`src/rtl/plru_tracker_pkg.sv`:
```
// -----------------------------------------------------------------------------
// plru_tracker_pkg
//   Shared types and constants for the 4-way tree pseudo-LRU tracker.
//   lc3b_plru  : 3-bit victim-pointer tree state
//                [0]=1 victim in {a,b}, 0 victim in {c,d}
//                [1]=1 victim a else b, [2]=1 victim c else d
//   lc3b_way   : 2-bit way number, 0=a 1=b 2=c 3=d
//   PLRU_RESET : state every set takes on reset or flush
//   Optional feature macro: LRU_FLUSH_EN (flush sweep FSM; uses sweep_state_e)
// -----------------------------------------------------------------------------
package plru_tracker_pkg;

   typedef logic [2:0] lc3b_plru;
   typedef logic [1:0] lc3b_way;

   localparam lc3b_plru PLRU_RESET = 3'b000;

   localparam lc3b_way WAY_A = 2'd0;
   localparam lc3b_way WAY_B = 2'd1;
   localparam lc3b_way WAY_C = 2'd2;
   localparam lc3b_way WAY_D = 2'd3;

   typedef enum logic {
      SWEEP_IDLE = 1'b0,
      SWEEP_RUN  = 1'b1
   } sweep_state_e;

endpackage

```
`src/rtl/plru_tracker_if.sv`:
```
// -----------------------------------------------------------------------------
// plru_tracker_if
//   Bundles the lookup, access and (optionally) flush signals of plru_tracker.
//   master : cache controller side (drives lookup/access/flush, sees lru/busy)
//   slave  : plru_tracker side
//   Signals:
//     lookup_valid/lookup_set        request the PLRU state of a set
//     lru/lru_valid                  state of the set looked up last cycle
//     access_valid/access_set/way    hit or fill touching one way of a set
//     flush_req/busy                 only with LRU_FLUSH_EN defined
// -----------------------------------------------------------------------------
interface plru_tracker_if
   import plru_tracker_pkg::*;
#(
   parameter int NUM_SETS = 8
);
   localparam int INDEX_W = $clog2(NUM_SETS);

   logic               lookup_valid;
   logic [INDEX_W-1:0] lookup_set;
   lc3b_plru           lru;
   logic               lru_valid;
   logic               access_valid;
   logic [INDEX_W-1:0] access_set;
   lc3b_way            access_way;
`ifdef LRU_FLUSH_EN
   logic               flush_req;
   logic               busy;
`endif

   modport master (
      output lookup_valid, lookup_set, access_valid, access_set, access_way,
`ifdef LRU_FLUSH_EN
      output flush_req,
      input  busy,
`endif
      input  lru, lru_valid
   );

   modport slave (
      input  lookup_valid, lookup_set, access_valid, access_set, access_way,
`ifdef LRU_FLUSH_EN
      input  flush_req,
      output busy,
`endif
      output lru, lru_valid
   );

endinterface

```
`src/rtl/plru_tracker_next.sv`:
```
// -----------------------------------------------------------------------------
// plru_next
//   Combinational PLRU next-state: points the tree away from the touched way;
//   the bit belonging to the untouched pair keeps its value.
//   cur_i : current set state
//   way_i : way being touched
//   nxt_o : state after the touch
// -----------------------------------------------------------------------------
module plru_next
   import plru_tracker_pkg::*;
(
   input  lc3b_plru cur_i,
   input  lc3b_way  way_i,
   output lc3b_plru nxt_o
);

   always_comb begin
      // NOTE: every output gets a default before the case so no path can leave
      // it unassigned and infer a latch.
      nxt_o = cur_i;
      unique case (way_i)
         WAY_A: begin nxt_o[0] = 1'b0; nxt_o[1] = 1'b0; end
         WAY_B: begin nxt_o[0] = 1'b0; nxt_o[1] = 1'b1; end
         WAY_C: begin nxt_o[0] = 1'b1; nxt_o[2] = 1'b0; end
         WAY_D: begin nxt_o[0] = 1'b1; nxt_o[2] = 1'b1; end
      endcase
   end

endmodule

```
`src/rtl/plru_tracker.sv`:
```
// -----------------------------------------------------------------------------
// plru_tracker
//   Per-set 3-bit tree pseudo-LRU state for a 4-way cache. A lookup returns the
//   set's state one cycle later on lru/lru_valid; a hit or fill updates the set.
//   A lookup colliding with an access to the same set sees the updated state.
//   Ports:
//     clk    rising-edge clock
//     rst_n  asynchronous active-low reset
//     bus    plru_tracker_if.slave (lookup, access, lru result, flush/busy)
//   Optional feature macro: LRU_FLUSH_EN adds flush_req/busy and a sweep FSM
//   that clears one set per cycle for NUM_SETS cycles.
// -----------------------------------------------------------------------------
module plru_tracker
   import plru_tracker_pkg::*;
#(
   parameter  int NUM_SETS = 8,
   localparam int INDEX_W  = $clog2(NUM_SETS)
) (
   input logic           clk,
   input logic           rst_n,
   plru_tracker_if.slave bus
);

   lc3b_plru state_q [NUM_SETS];
   lc3b_plru state_d [NUM_SETS];
   lc3b_plru acc_next;
   lc3b_plru lru_q, lru_d;
   logic     lru_valid_q, lru_valid_d;
   logic     sweep_active;
   logic     acc_en, lk_en;

   plru_next u_next (
      .cur_i (state_q[bus.access_set]),
      .way_i (bus.access_way),
      .nxt_o (acc_next)
   );

`ifdef LRU_FLUSH_EN
   sweep_state_e       fsm_q;
   logic [INDEX_W-1:0] cnt_q;
   logic               busy_q;

   // Sweep FSM: busy is registered so it rises the cycle after flush_req and
   // stays high for exactly NUM_SETS cycles, one set cleared per cycle.
   always_ff @(posedge clk or negedge rst_n) begin
      if (!rst_n) begin
         fsm_q  <= SWEEP_IDLE;
         cnt_q  <= '0;
         busy_q <= 1'b0;
      end else begin
         unique case (fsm_q)
            SWEEP_IDLE: begin
               if (bus.flush_req) begin
                  fsm_q  <= SWEEP_RUN;
                  cnt_q  <= '0;
                  busy_q <= 1'b1;
               end
            end
            SWEEP_RUN: begin
               if (cnt_q == INDEX_W'(NUM_SETS - 1)) begin
                  fsm_q  <= SWEEP_IDLE;
                  cnt_q  <= '0;
                  busy_q <= 1'b0;
               end else begin
                  cnt_q <= cnt_q + INDEX_W'(1);
               end
            end
         endcase
      end
   end

   assign sweep_active = busy_q;
   assign bus.busy     = busy_q;
`else
   assign sweep_active = 1'b0;
`endif

   // Accesses and lookups are both locked out while the sweep owns the array.
   assign acc_en = bus.access_valid & ~sweep_active;
   assign lk_en  = bus.lookup_valid & ~sweep_active;

   always_comb begin
      state_d = state_q;
      if (acc_en) begin
         state_d[bus.access_set] = acc_next;
      end
`ifdef LRU_FLUSH_EN
      if (busy_q) begin
         state_d[cnt_q] = PLRU_RESET;
      end
`endif
      lru_valid_d = lk_en;
      lru_d       = lru_q;
      if (lk_en) begin
         // Write-through bypass: a same-cycle access to the looked-up set is
         // visible in the result.
         lru_d = (acc_en && (bus.lookup_set == bus.access_set)) ? acc_next
                                                               : state_q[bus.lookup_set];
      end
   end

   always_ff @(posedge clk or negedge rst_n) begin
      if (!rst_n) begin
         // NOTE: the state array is flop-based and must read PLRU_RESET right
         // after reset, so it is cleared here like any other register.
         state_q     <= '{default: PLRU_RESET};
         lru_q       <= PLRU_RESET;
         lru_valid_q <= 1'b0;
      end else begin
         // NOTE: sequential state uses non-blocking assignments only, so all
         // registers update together from pre-edge values.
         state_q     <= state_d;
         lru_q       <= lru_d;
         lru_valid_q <= lru_valid_d;
      end
   end

   assign bus.lru       = lru_q;
   assign bus.lru_valid = lru_valid_q;

endmodule

```
`src/flat_wrapper.sv`:
```
// flat-port wrapper written by rule: the top's interface ports become plain ports
module plru_tracker_flat import plru_tracker_pkg::*;
#(
   parameter  int NUM_SETS = 8,
   localparam int INDEX_W  = $clog2(NUM_SETS)
)
  (clk, rst_n, bus_lookup_valid, bus_lookup_set, bus_access_valid, bus_access_set, bus_access_way, bus_lru, bus_lru_valid);
  plru_tracker_if #(.NUM_SETS(NUM_SETS)) bus_i ();
  input logic clk;
  input logic rst_n;
  input wire logic [$bits(bus_i.lookup_valid)-1:0] bus_lookup_valid;
  input wire logic [$bits(bus_i.lookup_set)-1:0] bus_lookup_set;
  input wire logic [$bits(bus_i.access_valid)-1:0] bus_access_valid;
  input wire logic [$bits(bus_i.access_set)-1:0] bus_access_set;
  input wire logic [$bits(bus_i.access_way)-1:0] bus_access_way;
  output wire logic [$bits(bus_i.lru)-1:0] bus_lru;
  output wire logic [$bits(bus_i.lru_valid)-1:0] bus_lru_valid;
  assign bus_i.lookup_valid = bus_lookup_valid;
  assign bus_i.lookup_set = bus_lookup_set;
  assign bus_i.access_valid = bus_access_valid;
  assign bus_i.access_set = bus_access_set;
  assign bus_i.access_way = bus_access_way;
  assign bus_lru = bus_i.lru;
  assign bus_lru_valid = bus_i.lru_valid;
  plru_tracker #(.NUM_SETS(NUM_SETS)) u_core (.clk(clk), .rst_n(rst_n), .bus(bus_i));
endmodule
```
`config.mk`:
```
export PLATFORM = sky130hd
export DESIGN_NAME = plru_tracker_flat
export DESIGN_NICKNAME = d
export VERILOG_FILES = /design/src/rtl/plru_tracker_pkg.sv /design/src/rtl/plru_tracker_if.sv /design/src/rtl/plru_tracker_next.sv /design/src/rtl/plru_tracker.sv /design/src/flat_wrapper.sv
export SDC_FILE = /design/constraint.sdc
export NUM_CORES = 1
export LEC_CHECK = 0
export CORE_MARGIN = 4
export CORE_UTILIZATION = 55
export CTS_CLUSTER_SIZE = 30
export DETAILED_ROUTE_END_ITERATION = 8
export PLACE_DENSITY = 0.78
export RECOVER_POWER = 100
export SLEW_MARGIN = 20
export SYNTH_ARGS = -nofsm -noshare
export SYNTH_HDL_FRONTEND = slang
export SYNTH_SLANG_ARGS = --single-unit
```
`constraint.sdc`:
```
create_clock -name clk -period 4.9 [get_ports clk]
set_input_delay 0.49 -clock clk [delete_from_list [all_inputs] [get_ports clk]]
set_output_delay 0.49 -clock clk [all_outputs]
set_load 0.05 [all_outputs]
```
Word level (Yosys, flattened, before mapping)
Cells that the tools add are included.
- word-level logic and storage cells: 37
- output and inout port bits: 4
- bits of input ports: 12
- flip-flop bits (word level): 28
- bitwise logic cells: 2
- muxes and demuxes: 13
- eq/ne operators: 4
- reductions and logical operators: 5
- order comparisons: 3
- operator list (cell ; count):
    bitwise mux 24 bit ; 1
    binary-select mux 3 bit (select 3 bit) ; 2
    2-to-1 mux 3 bit ; 6
    demux 3 bit (select 3 bit) ; 1
    greater-or-equal comparator 4 bit (second input constant) ; 2
    NOT 3 -> 4 bit ; 2
    one-hot mux 1 bit (2 select lines) ; 3
    equality test 2 bit (second input constant) ; 2
    < comparator 4 x 1 -> 1 bit (second input constant) ; 1
    OR reduction 2 bit ; 2
    equality test 3 bit ; 1
    equality test 2 x 1 -> 1 bit (second input constant) ; 1
    logical AND 1 bit ; 2
    zero test 2 bit ; 1

Longest topological paths before layout
- depth in word-level cells: 6
- mapped depth: 7
- mapped depth without buffers: 5

Hierarchy
A second synthesis with hierarchy kept.
- cells, all modules: 121
- area total of the unflattened synthesis: 1601.5 sq um
- modules (own cells, without submodules) (module ; sequential area each (sq um) ; area an instance (sq um) ; cells each ; times used):
    plru_tracker ; 700.7 ; 1575.3 ; 118 ; 1
    plru_next ; 0.0 ; 26.3 ; 3 ; 1

Worst setup path after synthesis
Ideal clock, no wire load.
- kind: input to register
- from: input port bus_access_set[0]
- to: register u_core.state_q[11] (netlist bit)
- data arrival time: 1732 ps
- path buffers: 1
- setup slack: 3043 ps
- required time: 4775 ps
- library setup time: 125 ps
- stages: 6
- path through: buf_6 > mux2_4 > a22oi_1 > o221ai_1 > mux2_4 > mux2_2
- longest elaborated chain between the ends: 6
- elaborated cells between the ends (all ways): 11
- those cells by class: order compare (2); mux (7); bitwise (1); reduce/logical (1)
- ends and longest elaborated chain (item ; line ; source):
    start, declared ; flat_wrapper.sv:14 ; input wire logic [$bits(bus_i.access_set)-1:0] bus_access_set;
    NOT 3 -> 4 bit (implied by the code) (*) ; plru_tracker.sv:33, plru_tracker.sv:85 ;
    greater-or-equal comparator 4 bit (implied by the code), or another cell as far along ; plru_tracker.sv:85 ; state_d[bus.access_set] = acc_next;
    logical AND 1 bit (implied by the code) / 2-to-1 mux 3 bit (equally long branches) ; plru_tracker.sv:85, plru_tracker.sv:33 ;
    2-to-1 mux 3 bit (on tied branches) ; plru_tracker.sv:85, plru_tracker.sv:33 ;
    demux 3 bit (select 3 bit) / one-hot mux 1 bit (2 select lines) (equally long branches) ; plru_tracker.sv:85, plru_tracker_next.sv:21 ;
    bitwise mux 24 bit (*) ; plru_tracker.sv:85 ;
    end signal, assigned ; plru_tracker.sv:112 ; state_q <= state_d;
    end, declared ; plru_tracker.sv:24 ; lc3b_plru state_q [NUM_SETS];
Every way passes the cells marked *; elsewhere a longest branch is shown, timed or not. The select of a mux whose other input is x is not followed.
A chain may end at the register's enable or synchronous reset.

Worst setup path in the final report
- from: input port bus_access_set[0]
- to: register u_core.state_q[17] (netlist bit)
The elaborated chain is that of the path after synthesis.

==> results.toml <==
[sta]
maxSlewViolCount = 0
finalHoldWorstSlack_ps = 494
fin_worst_skew_ps = 11.6
report.final.hold_viol_count = 0
tightest_slew_ps = 1460
min_period_ps = 2760
rsz0062_at_grt = "false"
fin_ws_ps = 2140
post-route-period-util_pct = 56.2
setup_tns_ps = 0
fmax_ghz = 0.363
setup_violations = 0
slew_headroom_pct = 2.68

[min_path]
min_from = "u_core.bus.lru[0]"
hold_path_end = "u_core.bus.lru[0]"
hp-class = "reg2reg"
hold_depth = 1

[worst_setup_path]
critPathArrivalTime_ps = 2980
path_class = "in2reg"
reg2reg_depth = 5
endpoint_kind = "register"
crit-reg2reg-launch = "u_core.state_q[11]"
r2r_setup_slack_ps = 2950
cp-start-kind = "primary input"
rr_endpoint = "u_core.state_q[17]"
crit_fanout = 15
required_ps = 5120

[placement]
place_inst = 158
dp_hpwl_um = 2350
gp_congestion = 0.881
post_dp_cell_area_um2 = 1660
dpl_worst_slack_ps = 2060
io_buffers = 15

[logic_synthesis]
yosysTopAreaCell = "dfrtp_1"
synthFlopType = "dfrtp_1"
synthCells = 119
synth.distinct_cells = 32
synth_top_cell_area_share_pct = 46.1
synth.top_cells.by_area = "dfrtp_1 (46%), mux2_2 (16%), mux4_2 (8.9%)"
ys_async_sr_fraction_pct = 100
syn-cell-area_um2 = 1520
ys_seq_area_share_pct = 46.1
yosysWarnings = 0
ys_seq_elements = 28
synth_edf_count = 0
syn_area_per_cell_um2 = 12.8
synth_nets = 131

[flow_run]
max_cap_violations = 0

[grt]
grt_antenna_before_repair = 0
overflow = 0
grt_pass1_wl_um = 5070
grt_max_degree = 29
grt_pass1_vias = 994
grt_use_total_pct = 19.2

[clock_network]
h-tree-depth = 1
cts.sink_count = 28
insertion_delay_ps = 340
cts.clk_slew.worst_paths_ps = 160
holdBufCountCts = 0
cts_root_buf = "clkbuf_4"
cts_made_buffers = 3
cts_tree = "built"
cts_buffer_depth = 2
ctsResizeCount = 0
post_cts_buffers = 0

[routing]
antenna_left = 0
drt_iter0_drc = 50
drt-vias-per-instance = 6.30
dr.pass1.iters = 4
wl_um = 3150
vias = 1020
drc = 0
wire_per_inst_um = 19.5

[die]
core.rowCount = 18
initial_utilization_pct = 59.7
fp.dieW_um = 60.6
die_h_um = 60.6
ios = 16
die_area_um2 = 3670
design.core.area_um2 = 2540

[finish]
fin_nets = 145
mostFrequentLayoutCells = "dfrtp_1 (28), mux2_2 (21), clkdlybuf4s50_1 (8)"
syn_to_final_growth_pct = 10.6
stdcell_area_um2 = 1680
layout.cells.most_common = "dfrtp_1"
fillers = 197
diodes = 0
drive_above_1_share_pct = 28.0
fin_util_pct = 66.1
stdcell_count = 162

[power]
power_density_nw_per_um2 = 394
total_power_mw = 0.663
ir_drop_v = 0.000245
leakagePower_nw = 0.704

[run_status]
status = "completed"
-- cells in the mapped netlist, types with 2 or more instances --
| library cell | instances |
|---|---|
| a21oi_1 | 2 |
| a31oi_1 | 2 |
| clkbuf_8 | 2 |
| dfrtp_1 | 28 |
| inv_1 | 2 |
| mux2_2 | 21 |
| mux2_4 | 3 |
| mux2i_1 | 6 |
| mux4_2 | 6 |
| nand2_1 | 7 |
| nand3b_1 | 2 |
| nand4_1 | 2 |
| nor2_1 | 5 |
| nor3_1 | 2 |
| o21ai_0 | 7 |
| o31a_1 | 2 |
| or2_2 | 2 |
| or2b_2 | 2 |
| xnor2_1 | 3 |
-- layout make-up --
type	instances	area (um2)	area share, %
Sequential cell	28	701	41.7
Multi-Input combinational cell	82	746	44.3
Inverter	2	7.51	0.446
Tap cell	30	37.5	2.23
Clock buffer	4	36.3	2.16
Timing Repair Buffer	16	154	9.15
-- state kept, by name, indices dropped and copies added, names as in the netlist --
signal                flops
u_core.bus.lru            3
u_core.bus.lru_valid      1
u_core.state_q           24
-- worst max-delay path, stage by stage --
cell and delay (ps):
dlygate4sd3_1 970, mux2_2 410, a32oi_1 150, o221ai_1 130, mux2_1 450, mux2_1 360
-- kinds of logic after synthesis --
group	share of synthesized area, %
xor+xnor	1.73
simple gates	8.72
mux	31.4
compound gates	7.74
buf+inv	4.36
flops	46.1
-- routing by layer --
| layer | wire length (um) | GRT usage, % | share of wire, % |
|---|---|---|---|
| met3 | 143 | 3.40 | 4.5 |
| met2 | 1520 | 30.5 | 48 |
| met1 | 1430 | 26.8 | 45 |
| met4 | 61 | 6.50 | 1.9 |
| met5 | 0 | 0 | 0 |
-- power by group --
part	internal (mW)	total, mW	switching [mW]
logic	0.113	0.210	0.0977
registers	0.294	0.337	0.0433
clock network	0.0456	0.115	0.0694
-- worst max-delay path by stage --
stage | startpoint | slack [ps] | to | depth (start not counted)
after CTS | bus_access_set[0] | 2420 | u_core.bus.lru[1] | 6
after detailed placement | bus_access_set[0] | 2060 | u_core.bus.lru[1] | 6
final | bus_access_set[0] | 2140 | u_core.state_q[17] | 6
after global routing | bus_access_set[0] | 2100 | u_core.state_q[17] | 6
after floorplan | bus_access_set[0] | 3040 | u_core.state_q[11] | 6
after global placement | bus_access_set[0] | 2100 | u_core.bus.lru[1] | 6
(Power assumes the default switching activity.)
